File: config.mk
export PLATFORM = sky130hd
export DESIGN_NAME = udp_gateway_initiator
export DESIGN_NICKNAME = d
export VERILOG_FILES = /design/src/rtl/udp_gateway_initiator.sv
export SDC_FILE = /design/constraint.sdc
export NUM_CORES = 1
export LEC_CHECK = 0
export CORE_MARGIN = 3
export CORE_UTILIZATION = 60
export DETAILED_ROUTE_END_ITERATION = 16
export PLACE_DENSITY = 0.79
export SETUP_SLACK_MARGIN = 0.05
export SLEW_MARGIN = 20
export SYNTH_ARGS = -nofsm -noshare
export SYNTH_HDL_FRONTEND = slang
export SYNTH_SLANG_ARGS = --single-unit
File: constraint.sdc
create_clock -name clk -period 8.1 [get_ports clk]
set_input_delay 1.62 -clock clk [delete_from_list [all_inputs] [get_ports clk]]
set_output_delay 1.62 -clock clk [all_outputs]
set_load 0.01 [all_outputs]
File: src/rtl/udp_gateway_initiator.sv
// Batches local-bus commands into one mem_gateway UDP payload, streams it into a byte client and
// turns the echoed reply into per-transaction responses; cmd_ready is low while a packet is out.
module udp_gateway_initiator #(
  parameter int n_lat     = 10,
  parameter int n_hdr     = 42,
  parameter int max_trans = 8,
  parameter int n_gap     = 4
) (
  input  logic        clk,
  input  logic        rst,
  input  logic        cmd_valid,
  output logic        cmd_ready,
  input  logic        cmd_rnw,
  input  logic [23:0] cmd_addr,
  input  logic [31:0] cmd_wdata,
  input  logic        cmd_last,
  output logic [10:0] len_c,
  output logic [7:0]  idata,
  output logic        raw_l,
  output logic        raw_s,
  input  logic [7:0]  odata,
  output logic        rsp_valid,
  output logic        rsp_rnw,
  output logic [31:0] rsp_data,
  output logic        hdr_err,
  output logic        busy
);

  localparam int AW  = (max_trans > 1) ? $clog2(max_trans) : 1;
  localparam int CW  = $clog2(max_trans + 1);
  localparam int IW  = $clog2(8 + 8 * max_trans);
  localparam int TMW = $clog2(((n_hdr > n_gap) ? n_hdr : n_gap) + 1);

  typedef enum logic [1:0] {FILL, HDR, PAY, GAP} state_t;

  typedef struct packed {
    logic          vld;
    logic          last;
    logic [IW-1:0] idx;
    logic [7:0]    dat;
  } tag_t;

  state_t         state_q, state_d;
  logic [CW-1:0]  cnt_q, cnt_d;
  logic [10:0]    len_q, len_d;
  logic [TMW-1:0] tmr_q, tmr_d;
  logic [IW-1:0]  idx_q, idx_d;
  logic [63:0]    nonce_q, nonce_d;
  logic           wr_en;
  logic           pend_inc;

  logic           rnw_mem  [max_trans];
  logic [23:0]    addr_mem [max_trans];
  logic [31:0]    data_mem [max_trans];

  logic [IW-1:0]  off;
  logic [AW-1:0]  ent;
  logic [IW-1:0]  pay_last;
  logic           pay_end;
  logic [7:0]     pay_byte;

  tag_t           tag_in;
  tag_t           dl_q [n_lat];
  tag_t           smp_q;
  logic [7:0]     smp_dat_q;

  logic           herr_acc_q, herr_acc_d;
  logic           hdr_err_q, hdr_err_d;
  logic           rsp_valid_q, rsp_valid_d;
  logic           rsp_rnw_q, rsp_rnw_d;
  logic [31:0]    rsp_data_q, rsp_data_d;
  logic [23:0]    shift_q, shift_d;
  logic [2:0]     pend_q, pend_d;
  logic           pend_dec;
  logic           mism;

  assign pay_last = IW'({cnt_q, 3'b111});
  assign pay_end  = (state_q == PAY) && (idx_q == pay_last);

  // Payload byte mux: 8 nonce bytes, then 8 bytes per buffered transaction.
  always_comb begin
    off      = idx_q - IW'(8);
    ent      = AW'(off >> 3);
    pay_byte = 8'h00;
    if (idx_q < IW'(8)) begin
      pay_byte = nonce_q[{~idx_q[2:0], 3'b000} +: 8];
    end else begin
      case (idx_q[2:0])
        3'd0:    pay_byte = rnw_mem[ent] ? 8'h10 : 8'h00;
        3'd1:    pay_byte = addr_mem[ent][23:16];
        3'd2:    pay_byte = addr_mem[ent][15:8];
        3'd3:    pay_byte = addr_mem[ent][7:0];
        default: pay_byte = rnw_mem[ent] ? 8'h00 : data_mem[ent][{~idx_q[1:0], 3'b000} +: 8];
      endcase
    end
  end

  always_comb begin
    state_d   = state_q;
    cnt_d     = cnt_q;
    len_d     = len_q;
    tmr_d     = tmr_q;
    idx_d     = idx_q;
    nonce_d   = nonce_q;
    wr_en     = 1'b0;
    pend_inc  = 1'b0;
    cmd_ready = 1'b0;
    raw_l     = 1'b0;
    raw_s     = 1'b0;
    idata     = 8'h00;
    case (state_q)
      FILL: begin
        cmd_ready = (cnt_q != CW'(max_trans));
        if (cmd_valid && cmd_ready) begin
          wr_en = 1'b1;
          cnt_d = cnt_q + CW'(1);
          if (cmd_last || (cnt_q == CW'(max_trans - 1))) begin
            state_d  = HDR;
            len_d    = 11'(16 + 8 * (int'(cnt_q) + 1));
            tmr_d    = '0;
            pend_inc = 1'b1;
          end
        end
      end
      HDR: begin
        raw_l = 1'b1;
        if (tmr_q == TMW'(n_hdr - 1)) begin
          state_d = PAY;
          idx_d   = '0;
        end else begin
          tmr_d = tmr_q + TMW'(1);
        end
      end
      PAY: begin
        raw_l = 1'b1;
        raw_s = 1'b1;
        idata = pay_byte;
        if (pay_end) begin
          state_d = GAP;
          tmr_d   = '0;
          nonce_d = nonce_q + 64'd1;
        end else begin
          idx_d = idx_q + IW'(1);
        end
      end
      default: begin
        if (tmr_q == TMW'(n_gap - 1)) begin
          state_d = FILL;
          cnt_d   = '0;
        end else begin
          tmr_d = tmr_q + TMW'(1);
        end
      end
    endcase
  end

  // The tag carries the byte actually sent, so header checks never depend on the live nonce.
  assign tag_in = {raw_s, pay_end, idx_q, idata};

  always_comb begin
    hdr_err_d   = 1'b0;
    herr_acc_d  = herr_acc_q;
    rsp_valid_d = 1'b0;
    rsp_rnw_d   = rsp_rnw_q;
    rsp_data_d  = rsp_data_q;
    shift_d     = shift_q;
    pend_dec    = 1'b0;
    mism        = 1'b0;
    if (smp_q.vld) begin
      if (smp_q.idx < IW'(8)) begin
        mism = (smp_dat_q != smp_q.dat);
        if (smp_q.idx[2:0] == 3'd7) begin
          hdr_err_d  = herr_acc_q | mism;
          herr_acc_d = 1'b0;
        end else begin
          herr_acc_d = herr_acc_q | mism;
        end
      end else begin
        case (smp_q.idx[2:0])
          3'd0:                rsp_rnw_d = smp_dat_q[4];
          3'd4, 3'd5, 3'd6:    shift_d   = {shift_q[15:0], smp_dat_q};
          3'd7: begin
            rsp_valid_d = 1'b1;
            rsp_data_d  = {shift_q, smp_dat_q};
          end
          default: ;
        endcase
      end
      pend_dec = smp_q.last;
    end
    pend_d = pend_q + {2'b00, pend_inc} - {2'b00, pend_dec};
  end

  always_ff @(posedge clk) begin
    if (rst) begin
      state_q     <= FILL;
      cnt_q       <= '0;
      len_q       <= '0;
      tmr_q       <= '0;
      idx_q       <= '0;
      nonce_q     <= '0;
      smp_q       <= '0;
      smp_dat_q   <= '0;
      herr_acc_q  <= 1'b0;
      hdr_err_q   <= 1'b0;
      rsp_valid_q <= 1'b0;
      rsp_rnw_q   <= 1'b0;
      rsp_data_q  <= '0;
      shift_q     <= '0;
      pend_q      <= '0;
      for (int i = 0; i < n_lat; i++) dl_q[i] <= '0;
      for (int i = 0; i < max_trans; i++) begin
        rnw_mem[i]  <= 1'b0;
        addr_mem[i] <= '0;
        data_mem[i] <= '0;
      end
    end else begin
      state_q     <= state_d;
      cnt_q       <= cnt_d;
      len_q       <= len_d;
      tmr_q       <= tmr_d;
      idx_q       <= idx_d;
      nonce_q     <= nonce_d;
      dl_q[0]     <= tag_in;
      for (int i = 1; i < n_lat; i++) dl_q[i] <= dl_q[i-1];
      smp_q       <= dl_q[n_lat-1];
      smp_dat_q   <= odata;
      herr_acc_q  <= herr_acc_d;
      hdr_err_q   <= hdr_err_d;
      rsp_valid_q <= rsp_valid_d;
      rsp_rnw_q   <= rsp_rnw_d;
      rsp_data_q  <= rsp_data_d;
      shift_q     <= shift_d;
      pend_q      <= pend_d;
      if (wr_en) begin
        rnw_mem[AW'(cnt_q)]  <= cmd_rnw;
        addr_mem[AW'(cnt_q)] <= cmd_addr;
        data_mem[AW'(cnt_q)] <= cmd_wdata;
      end
    end
  end

  assign len_c     = len_q;
  assign rsp_valid = rsp_valid_q;
  assign rsp_rnw   = rsp_rnw_q;
  assign rsp_data  = rsp_data_q;
  assign hdr_err   = hdr_err_q;
  assign busy      = (state_q != FILL) || (pend_q != 3'd0);

endmodule

==> impl_metrics.py <==
metrics = {
    "synth": {
        "synth.top_cell.area_share_pct": 41.28,
        "synth_area_leaders": "edfxtp_1, dfxtp_1, and2_1, mux4_2, nor2b_1",
        "ys_types": 59,
        "ys.flop_type": "edfxtp_1",
        "yosysMostFrequentCell": "and2_1",
        "synth_top_cell_by_area": "edfxtp_1",
        "avgSynthCellArea_um2": 12.82,
        "ys_warn_count": 0,
        "synthTopCellsByCount": "and2_1, edfxtp_1, dfxtp_1, nor2b_1, nand2_1",
        "synth_edf_count": 456,
        "async_reset_ff_share_pct": 0,
        "synth_seq_area_share_pct": 62.23,
        "synth_seq_cells": 803,
        "synth_cells": 2588,
        "syn_area_um2": 33170,
    },
    "placed_design": {
        "place_area_um2": 34940,
        "dp_hpwl_um": 43020,
        "pre_cts_slack_ns": 2.016,
        "gp_congestion": 0.8307,
        "portBuffers": 121,
    },
    "setup_path": {
        "arrival_ns": 5.17,
        "crit_end": "idata[7]",
        "crit_chain": "clkinv_1 > ha_4 > buf_12 > mux4_2 > mux4_2 > nor3b_1 > a211oi_1 > nor2_1 > clkdlybuf4s50_1",
        "worstSetupPathType": "flop to output pin",
        "cp_slowest_cell": "ha_4",
        "cp_common_cell": "mux4_2",
        "end_kind": "output pin",
        "reg2reg_depth": 10,
        "timing.rr.end": "data_mem[1][5]",
        "cp_top_family": "buffers and inverters",
        "crit_buf_inv": 3,
        "start_kind": "flop",
        "reg2reg_from": "cnt_q[1]",
        "crit_cells": 9,
        "startpoint": "idx_q[3]",
        "slowest_delay_ns": 0.94,
        "cp.required_ns": 6.48,
        "crit_fanout": 79,
        "timing.reg2reg.setup_slack_ns": 3.73,
    },
    "floorplan": {
        "top_level_ports": 127,
        "std_cell_rows": 85,
        "initial_core_util_pct": 61.15,
        "core_area_um2": 54240,
        "fp.dieW_um": 241.1,
        "die-area_um2": 58140,
        "die_y_um": 241.1,
    },
    "clock_network": {
        "tritoncts": "built",
        "cts_resized": 0,
        "cts_num_sinks": 803,
        "cts_setup_buffers": 0,
        "htree_num_levels": 3,
        "hold_buffers": 0,
        "clk_latency_ns": 0.63,
        "root_buffer": "clkbuf_16",
        "cts_buffers": 79,
        "clkSlewWorstSetupHoldPaths_ns": 0.06,
        "cts_buffer_depth": 3,
    },
    "global_route": {
        "grt_usage_pct": 26.55,
        "grt_overflow": 0,
        "grt_pass1_vias": 20720,
        "grt_start_max_net_pins": 185,
        "antenna_found_initial": 0,
        "grt_pass1_wl_um": 118000,
    },
    "sta": {
        "min_period_ns": 6.786,
        "hold_viol": 0,
        "finalSetupViolations": 0,
        "tightest_slew_ns": 1.143,
        "skew_ns": 0.02511,
        "fmax_mhz": 147.4,
        "slew_headroom_pct": 23.80,
        "rsz0062_at_grt": "false",
        "slew_viol_final": 0,
        "setup-tns-final_ns": 0,
        "finalCritPeriodShare_pct": 83.78,
        "worst_slack_ns": 1.314,
    },
    "drt": {
        "routedWlPerCell_um": 22.17,
        "vias": 20430,
        "wl_met3_um": 7040,
        "first_iter_violations": 2016,
        "via_per_inst": 5.996,
        "first_pass_iters": 6,
        "drcViolationCount": 0,
        "top_layer": "met4",
        "postRouteAntennaNets": 0,
        "wl_um": 75570,
        "wl_met2_um": 36610,
        "met1_length_um": 29220,
    },
    "pwr": {
        "power_density_nw_per_um2": 236.3,
        "p_leak_nw": 13.33,
        "power_mw": 8.842,
        "ir_drop_mv": 0.1773,
    },
    "final_layout": {
        "syn2layout_area_growth_pct": 12.84,
        "regArea_um2": 20640,
        "multiInputGateArea_um2": 11900,
        "final_cell_area_um2": 37430,
        "drive_gt1_share_pct": 11.10,
        "final_core_util_pct": 69.00,
        "fillers": 3665,
        "diodes": 0,
        "nets": 2739,
    },
    "outcome": {
        "status": "complete, no violations",
    },
    "worst_hold_path": {
        "hold_class": "flop to flop",
    },
    "flow_run": {
        "maxCapViolCount": 0,
    },
}
[cells in the final DEF (no fill, tap or decap), types with 24 or more instances in the layout]
cell type and instances:
nor2b_1 188, nand2_1 154, nor2_1 125, mux4_2 121, nor3_1 29, and2_1 466
nand4_1 37, a211oi_1 24, mux2i_1 38, xor2_1 53, edfxtp_1 456, clkbuf_16 83
clkdlybuf4s50_1 120, a21oi_1 88, dfxtp_1 345, nand3_1 41
[logic make-up after synthesis]
family / Yosys count / synth area share, %
AO/OA/AOI/OAI: 206 / 3.885
XOR/XNOR: 70 / 1.871
adder cells (fa/ha/maj): 19 / 0.7394
buffers and inverters: 189 / 2.444
flip-flops: 803 / 62.23
multiplexers: 160 / 9.396
other: 1 / 0.01131
AND/OR/NAND/NOR: 1140 / 19.43
[worst register-to-register path: stages (launching register included)]
cell and delay [ns]:
dfxtp_1 0.61, inv_1 0.17, ha_1 0.22, nand2_1 0.12
o211ai_1 0.23, nor2_1 0.22, nand2_1 0.40, nor3_2 0.23
buf_4 0.67, or2_2 0.26, buf_4 0.76
[sequential cells by signal (all words and copies together), names as in the netlist, 4 cells and up]
name / flops
addr_mem: 192
dl_q: 170
cnt_q: 4
smp_q: 17
rnw_mem: 8
shift_q: 24
nonce_q: 64
smp_dat_q: 8
tmr_q: 6
len_c: 6
idx_q: 7
data_mem: 256
rsp_data: 32
[stage by stage]
step                instances  hold WS, ns
finish                   3408       0.4214
global route             3408       0.4454
CTS                      3408       0.4291
detailed placement       3266       0.4204
global placement         3266       0.4160
floorplan                2592       0.4138
[final cells by class]
cell class | count | share of cell area [%]
inverters | 20 | 0.2006
clock buffers | 108 | 5.934
well taps | 696 | 2.327
clock inverters | 34 | 0.7087
flip-flops and latches | 803 | 55.16
multi-input cells | 1600 | 31.80
repair buffers | 147 | 3.871
[report_power, final]
part / total [mW] / switching, mW / internal [mW]
Sequential: 4.60 / 0.0833 / 4.52
Combinational: 0.711 / 0.462 / 0.249
Clock: 3.53 / 1.51 / 2.02
Total: 8.84 / 2.06 / 6.78
[per-layer routing]
metal	up-vias	GRT usage, %
li1	9260	-
met1	10020	35.28
met2	983	43.69
met3	175	4.662
met4	0	11.12
met5	-	0
[how the worst min path moves through the flow]
stage,start,cells after the start,endpoint
floorplan,dl_q[0][0],1,dl_q[1][0]
global placement,dl_q[5][12],1,dl_q[6][12]
detailed placement,dl_q[9][13],1,smp_q[13]
CTS,dl_q[6][2],1,dl_q[7][2]
global route,dl_q[9][13],1,smp_q[13]
finish,dl_q[6][2],1,dl_q[7][2]
Note: power is estimated with default switching activity, not from simulation.
